--- config.mk ---
export PLATFORM = sky130hd
export DESIGN_NAME = auto_brightness_ctrl
export DESIGN_NICKNAME = d
export VERILOG_FILES = /design/src/rtl/auto_brightness_ctrl.sv
export SDC_FILE = /design/constraint.sdc
export NUM_CORES = 1
export LEC_CHECK = 0
export BUFFER_PORTS_ARGS = -buffer_cell sky130_fd_sc_hd__buf_2
export CORE_MARGIN = 2
export CORE_UTILIZATION = 59
export CTS_CLUSTER_DIAMETER = 60
export DETAILED_ROUTE_END_ITERATION = 10
export PLACE_DENSITY = 0.81
export SETUP_SLACK_MARGIN = 0.4
export SYNTH_ARGS = -nofsm -noshare
export SYNTH_HDL_FRONTEND = slang
export SYNTH_SLANG_ARGS = --single-unit
--- constraint.sdc ---
create_clock -name clk -period 4.5 [get_ports clk]
set_input_delay 0.675 -clock clk [delete_from_list [all_inputs] [get_ports clk]]
set_output_delay 0.675 -clock clk [all_outputs]
set_load 0.005 [all_outputs]
--- src/rtl/auto_brightness_ctrl.sv ---
// Auto-exposure loop: averages a fixed number of luma samples per frame and nudges the
// brightness gain level up or down when the frame mean falls outside a dead band.
module auto_brightness_ctrl #(
    parameter int         SAMPLE_LOG2 = 16,
    parameter logic [7:0] TARGET      = 8'd128,
    parameter logic [7:0] HYST        = 8'd16,
    parameter int         HOLD_FRAMES = 2,
    parameter logic [3:0] LEVEL_INIT  = 4'd8
) (
    input  logic       clk,
    input  logic       reset,
    input  logic       enable,
    input  logic       frame_start,
    input  logic       pix_valid,
    input  logic [7:0] r,
    input  logic [7:0] g,
    input  logic [7:0] b,
    output logic       step_up,
    output logic       step_down,
    output logic [3:0] level,
    output logic [7:0] mean_luma,
    output logic       mean_valid
);

    localparam int              AW        = SAMPLE_LOG2 + 8;
    localparam int              CW        = SAMPLE_LOG2 + 1;
    localparam logic [CW-1:0]   FULL      = {1'b1, {SAMPLE_LOG2{1'b0}}};
    localparam logic [CW-1:0]   LAST      = FULL - CW'(1);
    localparam logic [3:0]      HOLD_INIT = 4'(HOLD_FRAMES);
    localparam logic [8:0]      SUM_HI    = {1'b0, TARGET} + {1'b0, HYST};
    localparam logic [8:0]      LO        = (TARGET >= HYST) ? ({1'b0, TARGET} - {1'b0, HYST}) : 9'd0;
    localparam logic [8:0]      HI        = (SUM_HI > 9'd255) ? 9'd255 : SUM_HI;

    typedef enum logic [1:0] {IDLE, ACCUM, EVAL, HOLD} state_t;

    state_t        state, state_next;
    logic [AW-1:0] acc;
    logic [CW-1:0] cnt;
    logic [3:0]    hold_cnt;

    logic [9:0]    luma_sum;
    logic [7:0]    y;
    logic [7:0]    m;
    logic          want_up, want_down;

    logic          start_frame, add_sample, eval_now;
    logic          step_up_d, step_down_d, mean_valid_d;
    logic          hold_load, hold_dec;

    assign luma_sum  = {2'b00, r} + {1'b0, g, 1'b0} + {2'b00, b};
    assign y         = luma_sum[9:2];
    assign m         = acc[AW-1:SAMPLE_LOG2];
    assign want_up   = ({1'b0, m} < LO) && (level != 4'd15);
    assign want_down = ({1'b0, m} > HI) && (level != 4'd0);

    always_ff @(posedge clk) begin
        if (reset) state <= IDLE;
        else       state <= state_next;
    end

    always_comb begin
        state_next = state;
        if (!enable) begin
            state_next = IDLE;
        end else begin
            case (state)
                IDLE:  if (frame_start) state_next = ACCUM;
                ACCUM: if (!frame_start && pix_valid && cnt == LAST) state_next = EVAL;
                EVAL:  state_next = ((want_up || want_down) && HOLD_FRAMES != 0) ? HOLD : IDLE;
                HOLD:  if (frame_start && hold_cnt == 4'd0) state_next = ACCUM;
                default: state_next = IDLE;
            endcase
        end
    end

    // A frame_start mid-ACCUM restarts the set, so it shares the clear/load path with IDLE.
    always_comb begin
        start_frame  = 1'b0;
        add_sample   = 1'b0;
        eval_now     = 1'b0;
        hold_dec     = 1'b0;
        if (enable) begin
            case (state)
                IDLE:    start_frame = frame_start;
                ACCUM: begin
                    start_frame = frame_start;
                    add_sample  = !frame_start && pix_valid;
                end
                EVAL:    eval_now    = 1'b1;
                HOLD: begin
                    start_frame = frame_start && (hold_cnt == 4'd0);
                    hold_dec    = frame_start && (hold_cnt != 4'd0);
                end
                default: ;
            endcase
        end
        step_up_d    = eval_now && want_up;
        step_down_d  = eval_now && want_down;
        mean_valid_d = eval_now;
        hold_load    = (step_up_d || step_down_d) && (HOLD_FRAMES != 0);
    end

    always_ff @(posedge clk) begin
        if (reset) begin
            acc        <= '0;
            cnt        <= '0;
            hold_cnt   <= 4'd0;
            level      <= LEVEL_INIT;
            mean_luma  <= 8'd0;
            step_up    <= 1'b0;
            step_down  <= 1'b0;
            mean_valid <= 1'b0;
        end else begin
            step_up    <= step_up_d;
            step_down  <= step_down_d;
            mean_valid <= mean_valid_d;
            if (!enable) begin
                acc      <= '0;
                cnt      <= '0;
                hold_cnt <= 4'd0;
            end else begin
                if (start_frame) begin
                    acc <= pix_valid ? AW'(y) : '0;
                    cnt <= pix_valid ? CW'(1) : '0;
                end else if (add_sample) begin
                    acc <= acc + AW'(y);
                    cnt <= cnt + CW'(1);
                end
                if (eval_now) begin
                    mean_luma <= m;
                    if (want_up)        level <= level + 4'd1;
                    else if (want_down) level <= level - 4'd1;
                end
                if (hold_load)     hold_cnt <= HOLD_INIT;
                else if (hold_dec) hold_cnt <= hold_cnt - 4'd1;
            end
        end
    end

    always_ff @(posedge clk) begin
        if (!reset) begin
            assert (!(step_up && step_down)) else $error("step_up and step_down both high");
            assert (!((step_up || step_down) && !mean_valid)) else $error("step without mean_valid");
        end
    end

endmodule

# Yosys cells after proc, flatten, opt, wreduce, memory -nomap -nowiden
# Index checks and enable logic that the tools add are counted.
[word_totals]
register_bits = 62
input_bits = 29
out_inout_bits = 15
wordCells = 75
[classes]
add_sub_neg = 7
order_cmp = 2
eq_ne = 8
n_mux = 23
bitwise_logic = 1
reduce_logical = 24
[ops]
columns = ["op", "count"]
rows = [
  ["24-bit two-way mux", 2],
  ["17-bit two-way mux", 2],
  ["24-bit by 8-bit adder with 24-bit output", 1],
  ["17-bit by 1-bit adder with 17-bit output, second input constant", 1],
  ["17-bit by 16-bit == test with 1-bit output, second input constant", 1],
  ["2-bit two-way mux", 6],
  ["10-bit by 8-bit adder with 10-bit output", 1],
  ["8-bit by 9-bit adder with 10-bit output", 1],
  ["8-bit > comparator, second input constant", 1],
  ["1-bit logical AND", 8],
  ["8-bit by 7-bit < comparator with 1-bit output, second input constant", 1],
  ["1-bit two-way mux", 8],
  ["4-bit two-way mux", 2],
  ["8-bit two-way mux", 1],
  ["2-bit one-hot mux with 4 select lines", 1],
  ["4-bit nonzero test", 2],
  ["4-bit by 1-bit subtractor with 4-bit output, second input constant", 2],
  ["2-bit inequality test, second input constant", 3],
  ["3-bit AND reduction", 2],
  ["2-bit nonzero test", 3],
  ["4-bit by 1-bit adder with 4-bit output, second input constant", 1],
  ["2-bit == test, second input constant", 2],
  ["4-bit logical NOT", 1],
  ["4-bit inequality test, second input constant", 1],
  ["9 further kinds", 11],
]

# Logic depth before layout (Yosys ltp)
# Gate-level depths: netlist of run 1.
[depth]
ltp_word = 6
ltp_mapped = 17
depth_no_buf = 16

# Worst setup path before layout of run 1
# Ideal clock, no wire load.
[synth_timing]
kind = "input to register"
start = "input port b[1]"
end = "register acc[23]"
setup_time_ps = 71
arrival_ps = 3766
required_time_ps = 4429
setup_slack_ps = 663
stages = 15
n_path_buf = 0
path_cell_list = "inv_1 fa_1 nand3b_1 fa_1 nand2b_1 a21oi_1 o21ai_0 a21oi_1 ha_1 o21a_1 o21ai_0 a31oi_2 o21ai_2 or4_1 a21oi_1"
[synth_between]
elab_chain_len = 4
[synth_rtl]
columns = ["item", "line_no", "text"]
rows = [
  ["from (decl)", "17", "input logic [7:0] b,"],
  ["10-bit by 8-bit adder with 10-bit output", "50", "assign luma_sum = {2'b00, r} + {1'b0, g, 1'b0} + {2'b00, b};"],
  ["24-bit by 8-bit adder with 24-bit output", "126", "acc <= acc + AW'(y);"],
  ["24-bit two-way mux", "125", "end else if (add_sample) begin"],
  ["24-bit two-way mux", "122", "if (start_frame) begin"],
  ["to (signal assigned)", "123", "acc <= pix_valid ? AW'(y) : '0;"],
  ["to (signal assigned)", "126", ""],
  ["to (decl)", "37", "logic [AW-1:0] acc;"],
]
# No other way between the ends. The select of a mux whose other input is x is not followed.
# A chain may end at the register's enable or synchronous reset.

# Worst setup path after layout of run 1
[layout_timing]
start = "input port b[1]"
end = "register acc[19]"
# The elaborated chain is that of the path after synthesis.

==> impl_metrics.csv, run 1 <==
group,metric,value,unit
cts,postCtsSetupBuffers,0,
sta,finalCritPeriodShare,85.4,%
critical_path,reg2reg_to,"state[1]",
drt,ant_nets,0,
min_path,hold_end,"mean_luma[6]",
place,detailedPlace.worstSlack,0.318,ns
job,cap_violations,0,
cts,cts_hold_buf,0,
sta,final.setup.tns,0,ns
global_routing,grt_pass1_vias,3105,
die,dieWidth,83.6,um
die,die_height,83.6,um
sta,rsz0062_at_grt,"false",
drt,drt_iter0_markers,151,
synthesis,synth_nets,503,
synthesis,syn_area_per_cell,8.54,um^2
sta,finalWorstPathRequiredPeriod,3.84,ns
synthesis,netlist_area,3730,um^2
global_routing,antenna_found_initial,0,
synthesis,synthFlopType,"dfxtp_1",
pwr,powerDensity,310,nW/um^2
cts,cts_tree,"yes",
cts,insertion_delay,0.35,ns
synthesis,yosysSeqAreaShare,33.2,%
cts,cts.sinks,62,
synthesis,syn_inst,437,
cells_and_area,drive_above_1_share,15.3,%
cts,clk_pin_slew_worst_paths,0.07,ns
cts,numCtsBuffers,9,
die,core,6030,um^2
synthesis,synth_edf_count,0,
drt,drt-vias-per-instance,5.70,
sta,setup_viol,0,
synthesis,synth_cell_types,57,
critical_path,cp-start-kind,"input pin",
place,place.gp.congestion,0.906,
sta,hold_viol,0,
drt,wire_per_inst,13.5,um
place,hpwl,5500,um
min_path,hold_start,"mean_luma[6]",
critical_path,reg2reg_depth,10,
critical_path,crit_fanout,6,
cts,cts-root-buf,"clkbuf_8",
global_routing,grt_remaining_overflow,0,
global_routing,grt_pass1_wl,13400,um
cts,cts_resized,0,
die,ioPinCount,44,
place,portBuffers,43,
critical_path,crit_type,"in -> reg",
drt,wl,7640,um
cts,cts_htree_levels,3,
global_routing,grt_usage,23.1,%
cells_and_area,fin_nets,551,
pwr,p_leak,1.71,nW
sta,max_freq,260,MHz
synthesis,synth-seq-cells,62,
die,num_rows,28,
die,dieArea,6980,um^2
outcome,status,"complete, no violations",
sta,layout_setup_ws,0.657,ns
critical_path,regToRegSetupSlack,1.65,ns
cells_and_area,area_growth,13.5,%
sta,final_max_slew_viol_count,0,
cells_and_area,final.fill_count,505,
critical_path,rr_startpoint,"cnt[3]",
sta,slew_headroom,24.8,%
synthesis,ys_warn_count,0,
die,initial_core_util,62.0,%
global_routing,grt_max_degree,35,
drt,drc,0,
critical_path,critPathRequiredTime,4.70,ns
synthesis,async_flop_share,0,%
sta,skew,0.0104,ns
critical_path,cp-end-kind,"register",
cts,cts_buffer_depth,2,
min_path,min_path_type,"reg -> reg",
sta,worstMarginPinSlew,1.13,ns
critical_path,cp.arrival,4.04,ns
drt,vias,3220,
min_path,hold_path_depth,2,
drt,firstDrtPassIters,4,
cells_and_area,antenna_cells,0,
pwr,peakVddDrop,0.193,mV
final cells by class:
| cell class | instances | area (um^2) | share of cell area (%) |
|---|---|---|---|
| tap | 75 | 93.8 | 2.21 |
| clock inverter | 5 | 56.3 | 1.33 |
| timing repair buffer | 46 | 238 | 5.61 |
| clock buffer | 11 | 151 | 3.57 |
| multi-input combinational | 344 | 2370 | 56.0 |
| sequential | 62 | 1240 | 29.3 |
| inverter | 22 | 82.6 | 1.95 |
layout by cell type, fill, tap and decap left out, types with 4 or more instances in the layout:
master / instances
a211oi_1: 7
a21o_1: 5
a21oi_1: 32
a31oi_1: 4
and2_1: 6
buf_2: 43
clkbuf_8: 11
dfxtp_1: 62
fa_1: 10
ha_1: 27
inv_1: 22
nand2_1: 49
nand2b_1: 4
nand3_1: 7
nand4_1: 7
nor2_1: 61
nor3_1: 7
o21ai_0: 19
o31ai_1: 5
xnor2_1: 19
xor2_1: 20
worst max path at each step:
stage / slack, ns / cells past startpoint / to / startpoint
2_1_floorplan: 0.66 / 15 / acc[23] / b[1]
3_3_place_gp: 0.44 / 17 / acc[17] / b[1]
3_5_place_dp: 0.32 / 17 / acc[13] / b[1]
4_1_cts: 0.68 / 17 / acc[13] / b[1]
5_1_grt: 0.42 / 17 / acc[13] / b[1]
6_report: 0.66 / 17 / acc[19] / b[1]
stage by stage:
step	total power, mW	cell area [um^2]	std cells	hold slack (ns)	util, %
floorplan	0.751	3730	437	0.447	-
global placement	0.801	4030	549	0.440	66.9
detailed placement	0.807	4030	549	0.446	66.9
CTS	1.32	4240	565	0.456	70.3
global route	1.38	4240	565	0.481	70.3
finish	1.32	4240	565	0.452	70.3
flip-flops by register name, summed over array words and instances (netlist names):
name / cells
mean_valid: 1
hold_cnt: 4
acc: 24
state: 2
step_up: 1
level: 4
step_down: 1
cnt: 17
mean_luma: 8
cell usage after synthesis (all sizes together), types with 4 or more instances:
library cell	count	area [um^2]
and2	6	37.5
a31oi	5	37.5
o21ai	22	114
fa	10	200
inv	22	82.6
nor4	5	50.1
nor2	62	235
a211oi	8	72.6
o2111ai	4	41.3
o31ai	5	37.5
ha	27	338
nor3	8	51.3
nand2	49	184
nand3	7	35.0
dfxtp	62	1240
xor2	20	175
nand2b	4	25.0
nand4	7	43.8
a21o	5	37.5
a21oi	32	160
clkbuf	8	30.0
xnor2	19	166
power by group:
part | internal, mW | switching (mW) | total [mW]
logic | 0.102 | 0.143 | 0.245
clock network | 0.286 | 0.230 | 0.515
registers | 0.552 | 0.00258 | 0.554
logic make-up (layout without fill, tap and decap cells):
logic type                 Yosys count  after routing  synth area share, %
adders and majority gates           37             37                 14.4
and+or+nand+nor                    169            169                 22.6
buffers and inverters               31             84                 3.15
muxes                                1              1                0.268
xor gates and xnor gates            39             39                 9.15
DFF                                 62             62                 33.2
AOI/OAI and AO/OA                   98             98                 17.2
layer usage:
metal,GRT usage (%),up-vias,share of wire [%]
met1,27.1,1514,45
li1,-,1622,-
met4,7.92,0,1.8
met2,40.4,67,48
met3,6.92,17,4.6
met5,0,-,0
critical path: stages:
cell	delay (ns)
buf_2	0.07
inv_1	0.04
fa_1	0.49
nand3b_1	0.20
fa_1	0.40
nand2b_1	0.18
a21oi_1	0.21
o21ai_0	0.11
a21oi_1	0.25
ha_1	0.33
o21a_1	0.18
o21ai_0	0.21
a31oi_2	0.08
buf_4	0.18
o211ai_1	0.21
xor2_1	0.18
nor2_1	0.05
Note: power is estimated with default switching activity, not from simulation.
==> inputs of run 2 (changes only) <==
--- a/config.mk
+++ b/config.mk
@@ -7,10 +7,11 @@
 export LEC_CHECK = 0
 export BUFFER_PORTS_ARGS = -buffer_cell sky130_fd_sc_hd__buf_2
 export CORE_MARGIN = 2
-export CORE_UTILIZATION = 59
+export CORE_UTILIZATION = 39
 export CTS_CLUSTER_DIAMETER = 60
 export DETAILED_ROUTE_END_ITERATION = 10
-export PLACE_DENSITY = 0.81
+export PLACE_DENSITY = 0.57
+export RECOVER_POWER = 25
 export SETUP_SLACK_MARGIN = 0.4
 export SYNTH_ARGS = -nofsm -noshare
 export SYNTH_HDL_FRONTEND = slang
==> impl_metrics.csv, run 2 (synthesis results as in run 1) <==
group,metric,value,unit
outcome,status,"complete, no violations",
sta,finalWorstPathRequiredPeriod,3.77,ns
critical_path,crit_fanout,7,
sta,rsz0062_at_grt,"false",
die,initial_core_util,40.2,%
global_routing,grt_max_degree,35,
global_routing,grt_pass1_wl,13200,um
drt,wire_per_inst,12.4,um
cts,numCtsBuffers,9,
place,hpwl,5740,um
cells_and_area,fin_nets,551,
global_routing,grt_pass1_vias,2972,
cells_and_area,antenna_cells,0,
drt,drt-vias-per-instance,5.00,
critical_path,cp.arrival,4.03,ns
cts,clk_pin_slew_worst_paths,0.08,ns
cells_and_area,largest_register_ffs,24,
critical_path,slowest_delay,0.48,ns
cts,insertion_delay,0.34,ns
drt,firstDrtPassIters,4,
pwr,powerDensity,313,nW/um^2
drt,vias,3094,
cts,cts.sinks,62,
global_routing,grt_usage,16.1,%
critical_path,cp-start-kind,"input pin",
sta,worstMarginPinSlew,1.16,ns
critical_path,critPathRequiredTime,4.76,ns
cells_and_area,area_growth,15.5,%
cts,cts_htree_levels,3,
die,dieArea,10400,um^2
global_routing,antenna_found_initial,0,
sta,final_max_slew_viol_count,0,
drt,drt_iter0_markers,101,
cells_and_area,mostFrequentLayoutCells,"dfxtp_1, nor2_1, nand2_1",
die,core,9280,um^2
global_routing,grt_remaining_overflow,0,
die,ioPinCount,44,
sta,slew_headroom,22.8,%
cts,postCtsSetupBuffers,0,
cells_and_area,final_common_cell,"dfxtp_1",
place,placed_area,4100,um^2
place,place.gp.congestion,0.827,
drt,ant_nets,0,
cts,cts-root-buf,"clkbuf_8",
die,num_rows,35,
cells_and_area,largest_register,"acc",
cells_and_area,fin_area,4310,um^2
drt,wl,7690,um
pwr,peakVddDrop,0.207,mV
sta,final.setup.tns,0,ns
job,cap_violations,0,
cts,cts_tree,"yes",
critical_path,crit_type,"in -> reg",
min_path,min_path_type,"reg -> reg",
sta,max_freq,265,MHz
critical_path,critPathSlowestCell,"fa_1",
cells_and_area,final.fill_count,930,
die,die_height,102,um
drt,drc,0,
cells_and_area,drive_above_1_share,14.3,%
critical_path,cp_cell_sequence,"buf_2 -> inv_1 -> fa_1 -> nand3b_1 -> fa_1 -> nand2b_1 -> a21oi_1 -> o21ai_0 -> a21oi_2 -> ha_1 -> o21a_1 -> o21ai_0 -> a31oi_2 -> o21ai_2 -> or4_1 -> a21oi_1",
sta,hold_viol,0,
place,portBuffers,43,
pwr,p_leak,1.68,nW
cts,cts_buffer_depth,2,
sta,setup_viol,0,
cells_and_area,biggestRegsByFlops,"acc: 24 flops, cnt: 17 flops, mean_luma: 8 flops",
die,dieWidth,102,um
critical_path,cp-end-kind,"register",
sta,finalCritPeriodShare,83.8,%
sta,skew,0.0100,ns
==> run 2: report_power, final <==
group          internal, mW  total (mW)  switching [mW]
combinational         0.102       0.244           0.142
clock                 0.312       0.552           0.239
sequential            0.551       0.554         0.00257
==> run 2: metrics by stage <==
stage               total power [mW]  setup slack (ns)  utilization, %  hold slack (ns)  cells
finish                          1.35             0.730            46.5            0.452    619
global placement               0.808             0.392            44.1            0.441    603
global route                    1.43             0.460            46.5            0.479    619
CTS                             1.37             0.672            46.5            0.458    619
detailed placement             0.808             0.315            44.1            0.446    603
floorplan                      0.751             0.663               -            0.447    437
==> run 2: final timing paths <==
path                start            to  slack [ns]  depth (start not counted)
min          mean_luma[2]  mean_luma[2]        0.45                          2
min reg2reg  mean_luma[2]  mean_luma[2]        0.45                          2
max                  b[1]       acc[23]        0.73                         16
max reg2reg        cnt[3]      state[1]        1.63                         10
==> run 2: area by class of cell <==
class | instances | area, um^2 | area share, %
Clock buffer | 9 | 124 | 2.87
Clock inverter | 7 | 96.3 | 2.23
Sequential cell | 62 | 1240 | 28.8
Multi-Input combinational cell | 344 | 2380 | 55.1
Tap cell | 129 | 161 | 3.74
Inverter | 22 | 82.6 | 1.91
Timing Repair Buffer | 46 | 230 | 5.34
==> run 2: routing by layer <==
layer / track usage [%] / up-vias / part of all wire, %
met2: 26.4 / 51 / 45
met5: 0 / - / 0
met1: 20.7 / 1415 / 50
li1: - / 1620 / -
met4: 6.15 / 0 / 1.4
met3: 3.56 / 8 / 3.3
==> run 2: worst max-delay path: cells and delay by family <==
kind | cells | cell delay, ns
simple gates | 3 | 0.77
buf+inv | 2 | 0.11
fa+ha+maj | 3 | 1.18
compound gates | 8 | 1.28
==> run 2: repair_timing <==
action | in CTS | in global routing
gates resized for setup | 0 | 1
hold buffers | 0 | 0
setup endpoints to repair | 0 | 2
